File: src/rtl/edge_arb_pkg.sv
// -----------------------------------------------------------------------------
// edge_arb_pkg
//   Shared definitions for the edge_event_arbiter codebase slice.
//   - arb_state_t      : arbiter FSM states (IDLE, OFFER)
//   - EDGE_ARB_MAX_CH  : largest supported channel count
//   - rr_pick()        : round-robin winner search over a pending vector
//
//   rr_pick(pending, last, n_ch):
//     Returns the first set bit of pending[n_ch-1:0] strictly after index
//     'last', wrapping modulo n_ch. 'last' itself is considered last in
//     order. If nothing is pending, 'last' is returned unchanged, so callers
//     must check for a non-zero vector first.
// -----------------------------------------------------------------------------
package edge_arb_pkg;

  typedef enum logic [0:0] {
    IDLE  = 1'b0,
    OFFER = 1'b1
  } arb_state_t;

  localparam int unsigned EDGE_ARB_MAX_CH   = 16;
  localparam int unsigned EDGE_ARB_MAX_ID_W = $clog2(EDGE_ARB_MAX_CH);

  function automatic logic [EDGE_ARB_MAX_ID_W-1:0] rr_pick(
    input logic [EDGE_ARB_MAX_CH-1:0]   pending,
    input logic [EDGE_ARB_MAX_ID_W-1:0] last,
    input int unsigned                  n_ch
  );
    logic [EDGE_ARB_MAX_ID_W-1:0] pick;
    logic                         found;
    int unsigned                  idx;
    logic [EDGE_ARB_MAX_ID_W-1:0] idx_w;
    pick  = last;
    found = 1'b0;
    for (int unsigned k = 1; k <= EDGE_ARB_MAX_CH; k++) begin
      // Wrap by subtraction: last < n_ch and k <= n_ch, so one subtraction
      // suffices and no divider is needed.
      idx = 32'(last) + k;
      if (idx >= n_ch) begin
        idx = idx - n_ch;
      end
      idx_w = idx[EDGE_ARB_MAX_ID_W-1:0];
      if (!found && (k <= n_ch) && pending[idx_w]) begin
        pick  = idx_w;
        found = 1'b1;
      end
    end
    return pick;
  endfunction

endpackage : edge_arb_pkg

File: src/rtl/edge_arb_chan.sv
// -----------------------------------------------------------------------------
// edge_arb_chan
//   One input channel of the edge event arbiter: optional input synchroniser,
//   rising-edge detector, pending-event latch and sticky overflow flag.
//
//   Configuration macro: EDGE_ARB_SYNC_EN
//     defined   -> i_din passes through a 2-flop synchroniser (reset 0)
//     undefined -> i_din feeds the detector directly (must be synchronous)
//
//   Ports
//     clk        in   clock, rising edge
//     rst        in   asynchronous active-high reset
//     i_din      in   level input of this channel
//     i_en       in   capture enable for new events
//     i_clr      in   handshake clear of this channel's pending event
//     i_ovf_clr  in   synchronous clear of the overflow flag
//     o_pending  out  latched, not-yet-accepted event
//     o_overflow out  sticky event-lost flag
// -----------------------------------------------------------------------------
module edge_arb_chan
  import edge_arb_pkg::*;
(
  input  logic clk,
  input  logic rst,
  input  logic i_din,
  input  logic i_en,
  input  logic i_clr,
  input  logic i_ovf_clr,
  output logic o_pending,
  output logic o_overflow
);

  logic w_din;
  logic w_rise;
  logic r_prev;
  logic r_pending;
  logic r_overflow;

`ifdef EDGE_ARB_SYNC_EN
  logic r_sync1;
  logic r_sync2;

  always_ff @(posedge clk or posedge rst) begin
    if (rst) begin
      r_sync1 <= 1'b0;
      r_sync2 <= 1'b0;
    end else begin
      r_sync1 <= i_din;
      r_sync2 <= r_sync1;
    end
  end

  assign w_din = r_sync2;
`else
  assign w_din = i_din;
`endif

  // prev follows the input regardless of enable, so enabling a channel
  // while its line is already high does not manufacture an edge.
  assign w_rise = w_din & ~r_prev & i_en;

  always_ff @(posedge clk or posedge rst) begin
    if (rst) begin
      r_prev     <= 1'b0;
      r_pending  <= 1'b0;
      r_overflow <= 1'b0;
    end else begin
      r_prev <= w_din;

      // A new edge wins over a same-cycle handshake clear: the old event is
      // consumed and the new one stays latched.
      if (w_rise) begin
        r_pending <= 1'b1;
      end else if (i_clr) begin
        r_pending <= 1'b0;
      end

      // Loss only when an unconsumed event is overwritten; a set beats the
      // bulk clear in the same cycle.
      if (w_rise && r_pending && !i_clr) begin
        r_overflow <= 1'b1;
      end else if (i_ovf_clr) begin
        r_overflow <= 1'b0;
      end
    end
  end

  assign o_pending  = r_pending;
  assign o_overflow = r_overflow;

endmodule : edge_arb_chan

File: src/rtl/edge_event_arbiter.sv
// -----------------------------------------------------------------------------
// edge_event_arbiter
//   Multi-channel rising-edge event scheduler. Each of N_CH inputs latches a
//   pending event on a rising edge; a round-robin arbiter serialises pending
//   events to one consumer over a valid/ready handshake. Per-channel sticky
//   overflow flags report events lost while a previous one was unserved.
//
//   Configuration macro: EDGE_ARB_SYNC_EN (see edge_arb_chan) adds a 2-flop
//   input synchroniser per channel, adding 2 cycles to all latencies.
//
//   Parameters
//     N_CH   number of channels (2..16)
//     ID_W   derived channel-index width, $clog2(N_CH)
//
//   Ports
//     clk        in   clock, rising edge
//     rst        in   asynchronous active-high reset
//     din        in   [N_CH]  level inputs
//     en         in   [N_CH]  per-channel capture enable
//     evt_valid  out          event offered to consumer
//     evt_id     out  [ID_W]  channel index of offered event
//     evt_ready  in           consumer accepts offered event
//     pending    out  [N_CH]  latched, not-yet-accepted events
//     overflow   out  [N_CH]  sticky per-channel event-lost flags
//     ovf_clr    in           synchronous clear of all overflow bits
// -----------------------------------------------------------------------------
module edge_event_arbiter
  import edge_arb_pkg::*;
#(
  parameter  int unsigned N_CH = 4,
  localparam int unsigned ID_W = $clog2(N_CH)
) (
  input  logic            clk,
  input  logic            rst,
  input  logic [N_CH-1:0] din,
  input  logic [N_CH-1:0] en,
  output logic            evt_valid,
  output logic [ID_W-1:0] evt_id,
  input  logic            evt_ready,
  output logic [N_CH-1:0] pending,
  output logic [N_CH-1:0] overflow,
  input  logic            ovf_clr
);

  arb_state_t      r_state;
  logic            r_valid;
  logic [ID_W-1:0] r_id;
  logic [ID_W-1:0] r_last;

  logic            w_hs;
  logic [N_CH-1:0] w_clr;
  logic [N_CH-1:0] w_pending;
  logic [N_CH-1:0] w_overflow;
  logic [N_CH-1:0] w_pend_others;

  assign w_hs = r_valid & evt_ready;

  always_comb begin
    w_clr = '0;
    if (w_hs) begin
      w_clr[r_id] = 1'b1;
    end
  end

  // Candidates for a back-to-back grant: the bit being accepted this cycle
  // is excluded even if a fresh edge keeps it latched; that new event is
  // served on a later round.
  assign w_pend_others = w_pending & ~w_clr;

  for (genvar g = 0; g < N_CH; g = g + 1) begin : g_chan
    edge_arb_chan u_chan (
      .clk        (clk),
      .rst        (rst),
      .i_din      (din[g]),
      .i_en       (en[g]),
      .i_clr      (w_clr[g]),
      .i_ovf_clr  (ovf_clr),
      .o_pending  (w_pending[g]),
      .o_overflow (w_overflow[g])
    );
  end

  // last_grant resets to N_CH-1 so that channel 0 wins the first round.
  always_ff @(posedge clk or posedge rst) begin
    if (rst) begin
      r_state <= IDLE;
      r_valid <= 1'b0;
      r_id    <= '0;
      r_last  <= ID_W'(N_CH - 1);
    end else begin
      case (r_state)
        IDLE: begin
          if (|w_pending) begin
            r_id    <= ID_W'(rr_pick(EDGE_ARB_MAX_CH'(w_pending),
                                     EDGE_ARB_MAX_ID_W'(r_last), N_CH));
            r_valid <= 1'b1;
            r_state <= OFFER;
          end
        end
        OFFER: begin
          if (evt_ready) begin
            r_last <= r_id;
            if (|w_pend_others) begin
              r_id <= ID_W'(rr_pick(EDGE_ARB_MAX_CH'(w_pend_others),
                                    EDGE_ARB_MAX_ID_W'(r_id), N_CH));
            end else begin
              r_valid <= 1'b0;
              r_state <= IDLE;
            end
          end
        end
        default: begin
          r_valid <= 1'b0;
          r_state <= IDLE;
        end
      endcase
    end
  end

  assign evt_valid = r_valid;
  assign evt_id    = r_id;
  assign pending   = w_pending;
  assign overflow  = w_overflow;

endmodule : edge_event_arbiter
File: config.mk
export PLATFORM = sky130hd
export DESIGN_NAME = edge_event_arbiter
export DESIGN_NICKNAME = d
export VERILOG_FILES = /design/src/rtl/edge_arb_pkg.sv /design/src/rtl/edge_arb_chan.sv /design/src/rtl/edge_event_arbiter.sv
export SDC_FILE = /design/constraint.sdc
export NUM_CORES = 1
export LEC_CHECK = 0
export ABC_AREA = 0
export BUFFER_PORTS_ARGS = -buffer_cell sky130_fd_sc_hd__buf_2
export CORE_MARGIN = 3
export CORE_UTILIZATION = 58
export CTS_BUF_LIST = sky130_fd_sc_hd__clkbuf_8
export DETAILED_ROUTE_END_ITERATION = 8
export PLACE_DENSITY_LB_ADDON = 0.15
export SYNTH_ARGS = -nofsm -noshare
export SYNTH_HDL_FRONTEND = slang
export SYNTH_SLANG_ARGS = --single-unit
File: constraint.sdc
create_clock -name clk -period 6 [get_ports clk]
set_clock_uncertainty 0.05 [all_clocks]
set_input_delay 0.6 -clock clk [delete_from_list [all_inputs] [get_ports clk]]
set_output_delay 0.6 -clock clk [all_outputs]
set_load 0.03 [all_outputs]
==> results.py <==
metrics = {
    "clock_tree": {
        "cts_resized": 0,
        "post_cts_buffers": 0,
        "root_buffer": "clkbuf_8",
        "cts_sinks": 18,
        "h-tree-depth": 1,
        "ctsHoldBuffers": 0,
        "clkSlewWorstSetupHoldPaths_ns": 0.07,
        "cts_buffer_depth": 2,
        "clock_latency_ns": 0.26,
        "cts_tree": "built",
        "cts_inserted_buffers": 3,
    },
    "setup_path": {
        "critPathRequiredTime_ns": 6.09,
        "crit_fanout": 11,
        "start_kind": "register",
        "crit_path_end_kind": "register",
        "crit_start": "r_last[0]",
        "r2r_start": "r_last[0]",
        "cp_cell_sequence": "inv_1, ha_1, mux4_2, and2_1, a21boi_1, xnor2_1, o21ai_1, mux2_1",
        "cp_slowest_stage_delay_ns": 0.67,
        "cp.buffers_inverters": 1,
        "critPathArrivalTime_ns": 2.88,
        "slowest_stage": "dfstp_2",
        "crit_type": "reg -> reg",
        "crit_family": "multiplexers",
    },
    "power": {
        "p_seq_frac": 0.295,
        "vdd_drop_max_mv": 0.344,
        "p_switching_uw": 389,
        "clkPwrFrac": 0.122,
        "p_comb_frac": 0.582,
        "p_int_uw": 429,
        "leakagePower_nw": 0.650,
        "switching_share": 0.475,
        "power_density_nw_per_um2": 589,
    },
    "floorplanning": {
        "die_width_um": 52.8,
        "coreArea_um2": 2020,
        "pin_count": 23,
        "dieArea_um2": 2790,
        "rows": 16,
        "initial_core_util": 0.629,
        "fp.dieH_um": 52.8,
    },
    "placed_design": {
        "placed_cell_area_um2": 1330,
        "portBuffers": 22,
        "place_inst": 167,
        "gp_congestion": 0.891,
        "dp_hpwl_um": 2190,
    },
    "cells_and_area": {
        "n_fill_cell": 153,
        "syn2layout_area_growth_pct": 9.15,
        "postLayoutCellArea_um2": 1390,
        "nNetsFinal": 168,
        "drive_gt1_frac": 0.278,
        "antenna_cells": 0,
        "register_area_um2": 453,
        "final_util": 0.686,
        "finalNonFillerCells": 171,
        "multi_input_area_um2": 694,
    },
    "drt": {
        "drt-vias-per-instance": 6.16,
        "drtIter0Drc": 44,
        "wl_um": 2820,
        "wl_per_cell_um": 16.5,
        "post-route-drc-count": 0,
        "route.antenna.remaining_nets": 0,
        "vias": 1053,
        "drt_pass1_iterations": 4,
    },
    "logic_synthesis": {
        "yosys.area.top_type": "dfrtp_1",
        "syn_area_per_cell_um2": 9.85,
        "ys_types": 43,
        "ys_seq_elements": 18,
        "synth_edf_count": 0,
        "synth_top_area_share": 0.315,
        "synth.most_common_cell": "dfrtp_1",
        "synth_ff_type": "dfrtp_1",
        "syn_inst": 129,
        "yosysSeqAreaShare": 0.356,
        "synth.top_cells.by_area": "dfrtp_1, ha_1, buf_4, mux4_2, dfstp_2",
        "synth_area_um2": 1270,
        "synth_nets": 152,
        "async_flop_share": 1.00,
        "synthTopCellsByCount": "dfrtp_1, nand2_1, ha_1, inv_1, nand3_1",
        "synth_warnings": 0,
    },
    "worst_hold_path": {
        "hold_path_class": "in -> async",
    },
    "timing": {
        "rsz0062_at_grt": "no",
        "finalSetupViolations": 0,
        "hold_viol": 0,
        "fin_setup_tns_ns": 0,
        "max_freq_ghz": 0.358,
        "finalCritPeriodShare": 0.465,
        "drv_slew": 0,
        "worst_pin_slew_ns": 0.664,
        "max-slew-margin-rel": 0.557,
        "period_minus_slack_ns": 2.79,
    },
    "grt": {
        "first_global_vias": 1001,
        "grt_pass1_wl_um": 4750,
        "antenna_found_initial": 0,
        "gr-total-overflow": 0,
        "grt_use_total": 0.239,
        "grt_max_degree": 19,
    },
    "status": {
        "status": "complete, no violations",
    },
    "run": {
        "max-cap-violations": 0,
    },
}
-- sequential cells by signal (all words and copies together) (netlist names) --
name,cells
evt_id,2
evt_valid,1
g_chan.u_chan.o_overflow,4
g_chan.u_chan.o_pending,4
g_chan.u_chan.r_prev,4
r_last,2
r_state,1
-- cells in the final DEF (no fill, tap or decap), drive strengths merged --
cell type,instances
buf,22
dfrtp,16
nand2,15
inv,11
ha,11
nand3,10
o22ai,5
nor2,4
nand3b,4
clkbuf,4
mux2,4
mux4,3
nand4,3
o21ai,3
mux2i,2
a21oi,2
a221o,2
dfstp,2
a21boi,2
a2bb2oi,1
and2,1
nand2b,1
xnor2,1
o211ai,1
a211o,1
nor4,1
nand4b,1
o21a,1
a31o,1
o32ai,1
a22oi,1
a32oi,1
a311o,1
o2111a,1
or3b,1
o221ai,1
a311oi,1
a31oi,1
-- final timing paths --
path | endpoint | slack [ns] | cells past startpoint
worst max-delay path | evt_id[0] | 3.21 | 8
worst min-delay path | g_chan[2].u_chan.o_pending | 0.38 | 2
worst max register to register | evt_id[0] | 3.21 | 8
worst min register to register | g_chan[2].u_chan.o_pending | 0.47 | 2
max in group asynchronous | g_chan[3].u_chan.r_prev | 5.10 | 2
min in group clk | g_chan[3].u_chan.r_prev | 0.41 | 1
-- cells by family after synthesis --
| kind of cell | Yosys count | synth area share |
|---|---|---|
| AOI/OAI and AO/OA | 27 | 0.162 |
| xor gates and xnor gates | 1 | 0.00689 |
| adders and majority gates | 11 | 0.108 |
| buffers and inverters | 22 | 0.0974 |
| DFF | 18 | 0.356 |
| muxes | 9 | 0.104 |
| and+or+nand+nor | 41 | 0.164 |
-- layout make-up --
| type | instances | area share |
|---|---|---|
| inverters | 11 | 0.0298 |
| clock buffers | 4 | 0.0397 |
| multi-input cells | 89 | 0.500 |
| flip-flops and latches | 18 | 0.326 |
| repair buffers | 22 | 0.0794 |
| well taps | 27 | 0.0243 |
-- routing by layer --
layer / vias up / part of all wire / global-route usage
li1: 500 / - / -
met1: 497 / 0.42 / 0.304
met2: 43 / 0.49 / 0.395
met3: 13 / 0.055 / 0.0285
met4: 0 / 0.038 / 0.119
met5: - / 0 / 0
-- power groups by stage --
stage | logic (mW) | clock network (mW) | registers, mW
CTS | 0.476 | 0.101 | 0.240
detailed placement | 0.473 | 0 | 0.243
finish | 0.476 | 0.0999 | 0.242
floorplan | 0.400 | 0 | 0.226
global route | 0.524 | 0.106 | 0.253
global placement | 0.456 | 0 | 0.237
-- per-stage QoR --
| stage | worst slack [ns] | hold WS (ns) | power (mW) |
|---|---|---|---|
| 6_report | 3.21 | 0.375 | 0.818 |
| 5_1_grt | 3.05 | 0.404 | 0.883 |
| 4_1_cts | 3.19 | 0.401 | 0.818 |
| 3_5_place_dp | 3.21 | 0.462 | 0.716 |
| 3_3_place_gp | 3.35 | 0.456 | 0.693 |
| 2_1_floorplan | 3.36 | 0.441 | 0.626 |
(Power assumes the default switching activity.)
